`src/rtl/timer_pkg.sv`:
```
// Purpose: shared constants and helpers for the machine timer block.
// Latency: n/a (declarations only).
// Backpressure: n/a.
// Contents: word addresses of the four 32-bit timer registers, the mtimecmp
// reset value, and a helper that replaces one 32-bit half of a 64-bit word.
package timer_pkg;

  localparam logic [1:0] ADDR_MTIME_LO    = 2'd0;
  localparam logic [1:0] ADDR_MTIME_HI    = 2'd1;
  localparam logic [1:0] ADDR_MTIMECMP_LO = 2'd2;
  localparam logic [1:0] ADDR_MTIMECMP_HI = 2'd3;

  // All ones keeps the interrupt quiet until software programs a deadline.
  localparam logic [63:0] MTIMECMP_RESET = 64'hFFFF_FFFF_FFFF_FFFF;

  // Replace the addressed half of cur with wd and keep the other half.
  function automatic logic [63:0] merge_half(input logic [63:0] cur,
                                             input logic [31:0] wd,
                                             input logic        hi);
    return hi ? {wd, cur[31:0]} : {cur[63:32], wd};
  endfunction

endpackage

```
`src/rtl/machine_timer_if.sv`:
```
// Purpose: 32-bit load/store access port of the machine timer.
// Latency: read data and rvalid are registered, one cycle after the request.
// Backpressure: none, every request is accepted in the cycle it is presented.
// Signals: req/we/addr/wd driven by the core (master), rd/rvalid by the timer (slave).
interface machine_timer_if;
  logic        req;
  logic        we;
  logic [1:0]  addr;
  logic [31:0] wd;
  logic [31:0] rd;
  logic        rvalid;

  modport master (output req, output we, output addr, output wd,
                  input  rd,  input  rvalid);
  modport slave  (input  req, input  we, input  addr, input  wd,
                  output rd,  output rvalid);
endinterface

```
`src/rtl/counter.sv`:
```
// Purpose: loadable up-counter that wraps at its full width.
// Latency: load or increment visible after the clock edge.
// Backpressure: none; a load takes priority over a coincident increment.
// Ports: clk, reset (sync, active high, clears to 0), enable, we, wd in; q out.
module counter #(
  parameter int WIDTH = 64
) (
  input  logic             clk,
  input  logic             reset,
  input  logic             enable,
  input  logic             we,
  input  logic [WIDTH-1:0] wd,
  output logic [WIDTH-1:0] q
);

  always_ff @(posedge clk) begin
    if (reset) begin
      q <= '0;
    end else if (we) begin
      q <= wd;
    end else if (enable) begin
      q <= q + WIDTH'(1);
    end
  end

endmodule

```
`src/rtl/register.sv`:
```
// Purpose: generic enabled register with a parameterised reset value.
// Latency: d captured at the clock edge where en is high, visible after it.
// Backpressure: none.
// Ports: clk, reset (sync, active high), en, d in; q out.
module register #(
  parameter int               WIDTH     = 32,
  parameter logic [WIDTH-1:0] RESET_VAL = '0
) (
  input  logic             clk,
  input  logic             reset,
  input  logic             en,
  input  logic [WIDTH-1:0] d,
  output logic [WIDTH-1:0] q
);

  always_ff @(posedge clk) begin
    if (reset) begin
      q <= RESET_VAL;
    end else if (en) begin
      q <= d;
    end
  end

endmodule

```
`src/rtl/machine_timer.sv`:
```
// Purpose: RISC-V machine timer (64-bit mtime/mtimecmp, level irq, prescaler).
// Latency: writes take effect at the accepting edge; read data one cycle later; irq lags state by one cycle.
// Backpressure: none, the bus port accepts every request.
// Ports: clk, reset (sync, active high), tick_en (prescaler advance),
// bus (machine_timer_if.slave: req/we/addr/wd in, rd/rvalid out), irq out.
module machine_timer #(
  parameter int PRESCALE = 1
) (
  input  logic             clk,
  input  logic             reset,
  input  logic             tick_en,
  machine_timer_if.slave   bus,
  output logic             irq
);
  import timer_pkg::*;

  localparam int             PW      = (PRESCALE > 1) ? $clog2(PRESCALE) : 1;
  localparam logic [PW-1:0]  PS_LAST = PW'(PRESCALE - 1);

  logic [PW-1:0] ps_cnt;
  logic          ps_wrap;
  logic          rd_acc;
  logic          wr_acc;
  logic          mtime_wr;
  logic          cmp_wr;
  logic          snap_en;
  logic [63:0]   mtime;
  logic [63:0]   mtime_wd;
  logic [63:0]   mtimecmp;
  logic [63:0]   mtimecmp_d;
  logic [31:0]   hi_snap;
  logic [31:0]   rd_d;
  logic [31:0]   rd_q;
  logic          rvalid_q;

  assign rd_acc   = bus.req & ~bus.we;
  assign wr_acc   = bus.req &  bus.we;
  assign mtime_wr = wr_acc & ((bus.addr == ADDR_MTIME_LO) | (bus.addr == ADDR_MTIME_HI));
  assign cmp_wr   = wr_acc & ((bus.addr == ADDR_MTIMECMP_LO) | (bus.addr == ADDR_MTIMECMP_HI));
  assign snap_en  = rd_acc & (bus.addr == ADDR_MTIME_LO);

  // With PRESCALE = 1 the count is pinned at 0 == PS_LAST, so every enabled
  // cycle is a wrap.
  assign ps_wrap = tick_en & (ps_cnt == PS_LAST);

  // A software write to mtime restarts the prescaler so the new value gets a
  // full tick period before its first increment.
  always_ff @(posedge clk) begin
    if (reset) begin
      ps_cnt <= '0;
    end else if (mtime_wr) begin
      ps_cnt <= '0;
    end else if (tick_en) begin
      ps_cnt <= ps_wrap ? '0 : ps_cnt + PW'(1);
    end
  end

  // Half-word writes are merged with the live other half; the counter's
  // load priority makes the write win over a coincident increment.
  assign mtime_wd = merge_half(mtime, bus.wd, bus.addr == ADDR_MTIME_HI);

  counter #(.WIDTH(64)) u_mtime (
    .clk    (clk),
    .reset  (reset),
    .enable (ps_wrap),
    .we     (mtime_wr),
    .wd     (mtime_wd),
    .q      (mtime)
  );

  assign mtimecmp_d = merge_half(mtimecmp, bus.wd, bus.addr == ADDR_MTIMECMP_HI);

  register #(.WIDTH(64), .RESET_VAL(MTIMECMP_RESET)) u_mtimecmp (
    .clk   (clk),
    .reset (reset),
    .en    (cmp_wr),
    .d     (mtimecmp_d),
    .q     (mtimecmp)
  );

  // Reading mtime_lo freezes the high half taken from the same pre-increment
  // value, so a following mtime_hi read pairs with it even across a carry.
  register #(.WIDTH(32)) u_hi_snap (
    .clk   (clk),
    .reset (reset),
    .en    (snap_en),
    .d     (mtime[63:32]),
    .q     (hi_snap)
  );

  always_comb begin
    rd_d = '0;
    case (bus.addr)
      ADDR_MTIME_LO:    rd_d = mtime[31:0];
      ADDR_MTIME_HI:    rd_d = hi_snap;
      ADDR_MTIMECMP_LO: rd_d = mtimecmp[31:0];
      ADDR_MTIMECMP_HI: rd_d = mtimecmp[63:32];
      default:          rd_d = '0;
    endcase
  end

  // rd only loads on a read so it holds its last value between reads.
  register #(.WIDTH(32)) u_rd (
    .clk   (clk),
    .reset (reset),
    .en    (rd_acc),
    .d     (rd_d),
    .q     (rd_q)
  );

  register #(.WIDTH(1)) u_rvalid (
    .clk   (clk),
    .reset (reset),
    .en    (1'b1),
    .d     (rd_acc),
    .q     (rvalid_q)
  );

  register #(.WIDTH(1)) u_irq (
    .clk   (clk),
    .reset (reset),
    .en    (1'b1),
    .d     (mtime >= mtimecmp),
    .q     (irq)
  );

  assign bus.rd     = rd_q;
  assign bus.rvalid = rvalid_q;

endmodule

```
`src/flat_wrapper.sv`:
```
// flat-port wrapper written by rule: the top's interface ports become plain ports
module machine_timer_flat import timer_pkg::*;
#(
  parameter int PRESCALE = 1
)
  (clk, reset, tick_en, irq, bus_req, bus_we, bus_addr, bus_wd, bus_rd, bus_rvalid);
  machine_timer_if bus_i ();
  input  logic clk;
  input  logic reset;
  input  logic tick_en;
  output logic irq;
  input wire logic [$bits(bus_i.req)-1:0] bus_req;
  input wire logic [$bits(bus_i.we)-1:0] bus_we;
  input wire logic [$bits(bus_i.addr)-1:0] bus_addr;
  input wire logic [$bits(bus_i.wd)-1:0] bus_wd;
  output wire logic [$bits(bus_i.rd)-1:0] bus_rd;
  output wire logic [$bits(bus_i.rvalid)-1:0] bus_rvalid;
  assign bus_i.req = bus_req;
  assign bus_i.we = bus_we;
  assign bus_i.addr = bus_addr;
  assign bus_i.wd = bus_wd;
  assign bus_rd = bus_i.rd;
  assign bus_rvalid = bus_i.rvalid;
  machine_timer #(.PRESCALE(PRESCALE)) u_core (.clk(clk), .reset(reset), .tick_en(tick_en), .bus(bus_i), .irq(irq));
endmodule
```
`config.mk`:
```
export PLATFORM = sky130hd
export DESIGN_NAME = machine_timer_flat
export DESIGN_NICKNAME = d
export VERILOG_FILES = /design/src/rtl/timer_pkg.sv /design/src/rtl/machine_timer_if.sv /design/src/rtl/counter.sv /design/src/rtl/register.sv /design/src/rtl/machine_timer.sv /design/src/flat_wrapper.sv
export SDC_FILE = /design/constraint.sdc
export NUM_CORES = 1
export LEC_CHECK = 0
export BUFFER_PORTS_ARGS = -buffer_cell sky130_fd_sc_hd__buf_4
export CORE_MARGIN = 10
export CORE_UTILIZATION = 40
export CTS_CLUSTER_SIZE = 40
export DETAILED_ROUTE_END_ITERATION = 8
export HOLD_SLACK_MARGIN = 0.05
export PLACE_DENSITY = 0.63
export SETUP_SLACK_MARGIN = 0.5
export SYNTH_ARGS = -nofsm -noshare
export SYNTH_HDL_FRONTEND = slang
export SYNTH_SLANG_ARGS = --single-unit
```
`constraint.sdc`:
```
create_clock -name clk -period 5.45 [get_ports clk]
set_input_delay 0.2725 -clock clk [delete_from_list [all_inputs] [get_ports clk]]
set_output_delay 0.2725 -clock clk [all_outputs]
set_load 0.02 [all_outputs]
```
==> flow_summary.toml <==
[synthesis]
syn_nets = 1376
synth.area.mux_share_pct = 7.78
synth_top_flop_cell = "dfxtp_1"
syn_area_mm2 = 0.0106
synthXorXnorAreaFrac_pct = 2.31
ys_ff_latch = 195
ys_seq_area_share_pct = 36.8
synth_cell_types = 60
syn_avg_cell_area_um2 = 8.35
syn_inst = 1272
synthArstFlopShare_pct = 0
synth_top_family_by_area = "simple AND/OR/NAND/NOR gates"
synth_area_leaders = "dfxtp_1 (37%), ha_1 (7.7%), nand2_1 (7.1%)"
synth_top_area_share_pct = 36.8
synth_top_area_cell = "dfxtp_1"
synthAdderAreaFrac_pct = 7.66
synth-edff-count = 0
synth-simple-area-share_pct = 21.3
synth_compound_area_share_pct = 18.6
ys_warn_count = 0

[setup_path]
worstPathMaxFanout = 12
worst_path_max_delay_cell = "nor4_2"
worstSetupPathType = "flop to flop"
cp_data_arrival_time_ns = 3.54
cp.required_ns = 5.82
cpLargestDelayFamily = "simple AND/OR/NAND/NOR gates"
r2r_start = "u_core.u_mtime.q[6]"
end_kind = "flop"
cpPeakStageDelay_ns = 1.07
cp-start-kind = "flop"
cp-startpoint = "u_core.u_mtime.q[6]"
crit_chain = "and4_1 > nand4_1 > nor4_2 > nand4_1 > mux2_2 > a21oi_1"
cp_num_buf_inv = 0
crit_top_cell = "nand4_1"

[grt]
use_met3_pct = 3.60
grt.busiest_layer = "met2"
grt_pass1_wl_mm = 51.6
grt_max_degree = 94
track_usage_pct = 19.1
grt_pass1_vias = 9232
grt_overflow = 0
grt_antenna_before_repair = 0
gr-usage-met1_pct = 25.2
met2_usage_pct = 30.9

[cells_and_area]
fill_cells = 2560
fin_area_mm2 = 0.0120
diodes = 0
syn_to_final_growth_pct = 12.7
fin_nets = 1397
drive_gt1_share_pct = 12.8
final_util_pct = 45.9

[cts]
cts_setup_buffers = 0
clkLatencyLatePin_ns = 0.44
ctsHoldBuffers = 1
numCtsBuffers = 17
cts_buffer_depth = 2
cts-root-buf = "clkbuf_16"
cts_resized = 0
clkTransAtPathRegs_ns = 0.08
cts_htree_levels = 4
cts_tree = "yes"
cts.sinks = 195

[drt]
wl_mm = 32.5
vias = 9534
vias_per_cell = 5.81
drt-pass1-iter-count = 5
drtAntennaViolNets = 0
drc_errors = 0
drt_iter0_drc = 788
wire_per_inst_um = 19.8

[sta]
fin_ws_ns = 2.28
setup_viol = 0
relSlewSlack_pct = 16.6
worst_slew_pin_slew_ns = 1.23
timing.final.crit_period_ns = 3.17
fin_skew_ns = 0.00907
max_freq_mhz = 316
post-route-period-util_pct = 58.1
fin_tns_setup_ns = 0
final-max-slew-violation-count = 0
rsz0062_at_grt = "no"
hold_viol_final = 0

[floorplanning]
die_x_um = 183
start_util_pct = 40.7
num_io_pins = 73
std_cell_rows = 59
fp.dieArea_mm2 = 0.0335
die_h_um = 183
core_area_mm2 = 0.0261

[power_and_ir_drop]
totalPowerFinal_mw = 3.13
power_leakage_nw = 4.93
vdd_drop_max_mv = 0.165
power_density_mw_per_mm2 = 261

[status]
run_status = "finished, final reports clean"

[run]
maxCapViolations = 0

[placed_design]
placed_cell_area_mm2 = 0.0114
io_buffers = 72
detailed_place_hpwl_mm = 22.6
place_congestion = 0.888
pre_cts_slack_ns = 1.96

[min_path]
hold_start = "bus_wd[6]"
hold_class = "primary input to flop"
## sequential cells by signal (all words and copies together), names as in the netlist
| register | cells |
|---|---|
| u_core.ps_cnt | 1 |
| u_core.u_hi_snap.q | 32 |
| u_core.u_irq.q | 1 |
| u_core.u_mtime.q | 64 |
| u_core.u_mtimecmp.q | 64 |
| u_core.u_rd.q | 32 |
| u_core.u_rvalid.q | 1 |
## area by class of cell
type	instances	area (um^2)	share of cell area, %
clock buffer	18	429	3.59
clock inverter	14	151	1.27
inverter	73	274	2.29
multi-input combinational	922	6150	51.4
sequential	195	3900	32.6
tap	335	419	3.50
timing repair buffer	84	637	5.32
## worst register-to-register path, cell delays in order, from the launching register on
cell and delay, ns:
dfxtp_1 0.48, and4_1 0.29, nand4_1 0.56, nor4_2 1.08, nand4_1 0.21, mux2_2 0.34, a21oi_1 0.13
## cell families after synthesis
| logic type | after synthesis |
|---|---|
| and+or+nand+nor | 490 |
| AOI/OAI and AO/OA | 297 |
| DFF | 195 |
| buffers and inverters | 155 |
| adders and majority gates | 65 |
| muxes | 42 |
| xor gates and xnor gates | 28 |
## synthesized netlist by cell type (14+ instances only)
master	count
nand2_1	201
dfxtp_1	195
nor2_1	135
a21oi_1	113
inv_1	73
clkbuf_1	69
ha_1	65
a211o_1	64
nand3_1	34
mux4_2	32
a211oi_1	30
nand4_1	29
o21ai_0	28
nor3_1	22
xor2_1	17
a22oi_1	14
## layout by cell type, fill, tap and decap left out, drive strengths merged, types with 18 or more instances in the layout
cell type	instances
nand2	201
dfxtp	195
nor2	135
a21oi	113
buf	83
inv	77
ha	65
a211o	64
nand3	35
mux4	32
nand4	31
a211oi	30
o21ai	30
nor3	23
clkbuf	18
## final timing paths
check | endpoint | cells after the start | slack, ns
worst min register to register | u_core.u_hi_snap.q[30] | 2 | 0.45
worst min-delay path | u_core.u_mtimecmp.q[38] | 2 | 0.07
worst max-delay path | u_core.u_mtime.q[51] | 6 | 2.28
worst max register to register | u_core.u_mtime.q[51] | 6 | 2.28
## report_power, final
part           switching [mW]  internal [mW]  leakage [nW]
Combinational           0.195          0.132          3.06
Sequential             0.0467           1.47          1.59
Clock                   0.603          0.683         0.281
Total                   0.845           2.28          4.93
## routing by layer
metal	wire, um	vias up	part of all wire [%]
met5	0	-	0
met4	656	0	2.0
met3	1960	40	6.0
met2	15200	344	47
met1	14700	4547	45
li1	-	4603	-
## per-stage QoR
stage | hold slack, ns | std cells
2_1_floorplan | 0.349 | 1272
3_3_place_gp | 0.440 | 1608
3_5_place_dp | 0.446 | 1608
4_1_cts | 0.0636 | 1641
5_1_grt | 0.0642 | 1641
6_report | 0.0690 | 1641
Note: power is estimated with default switching activity, not from simulation.
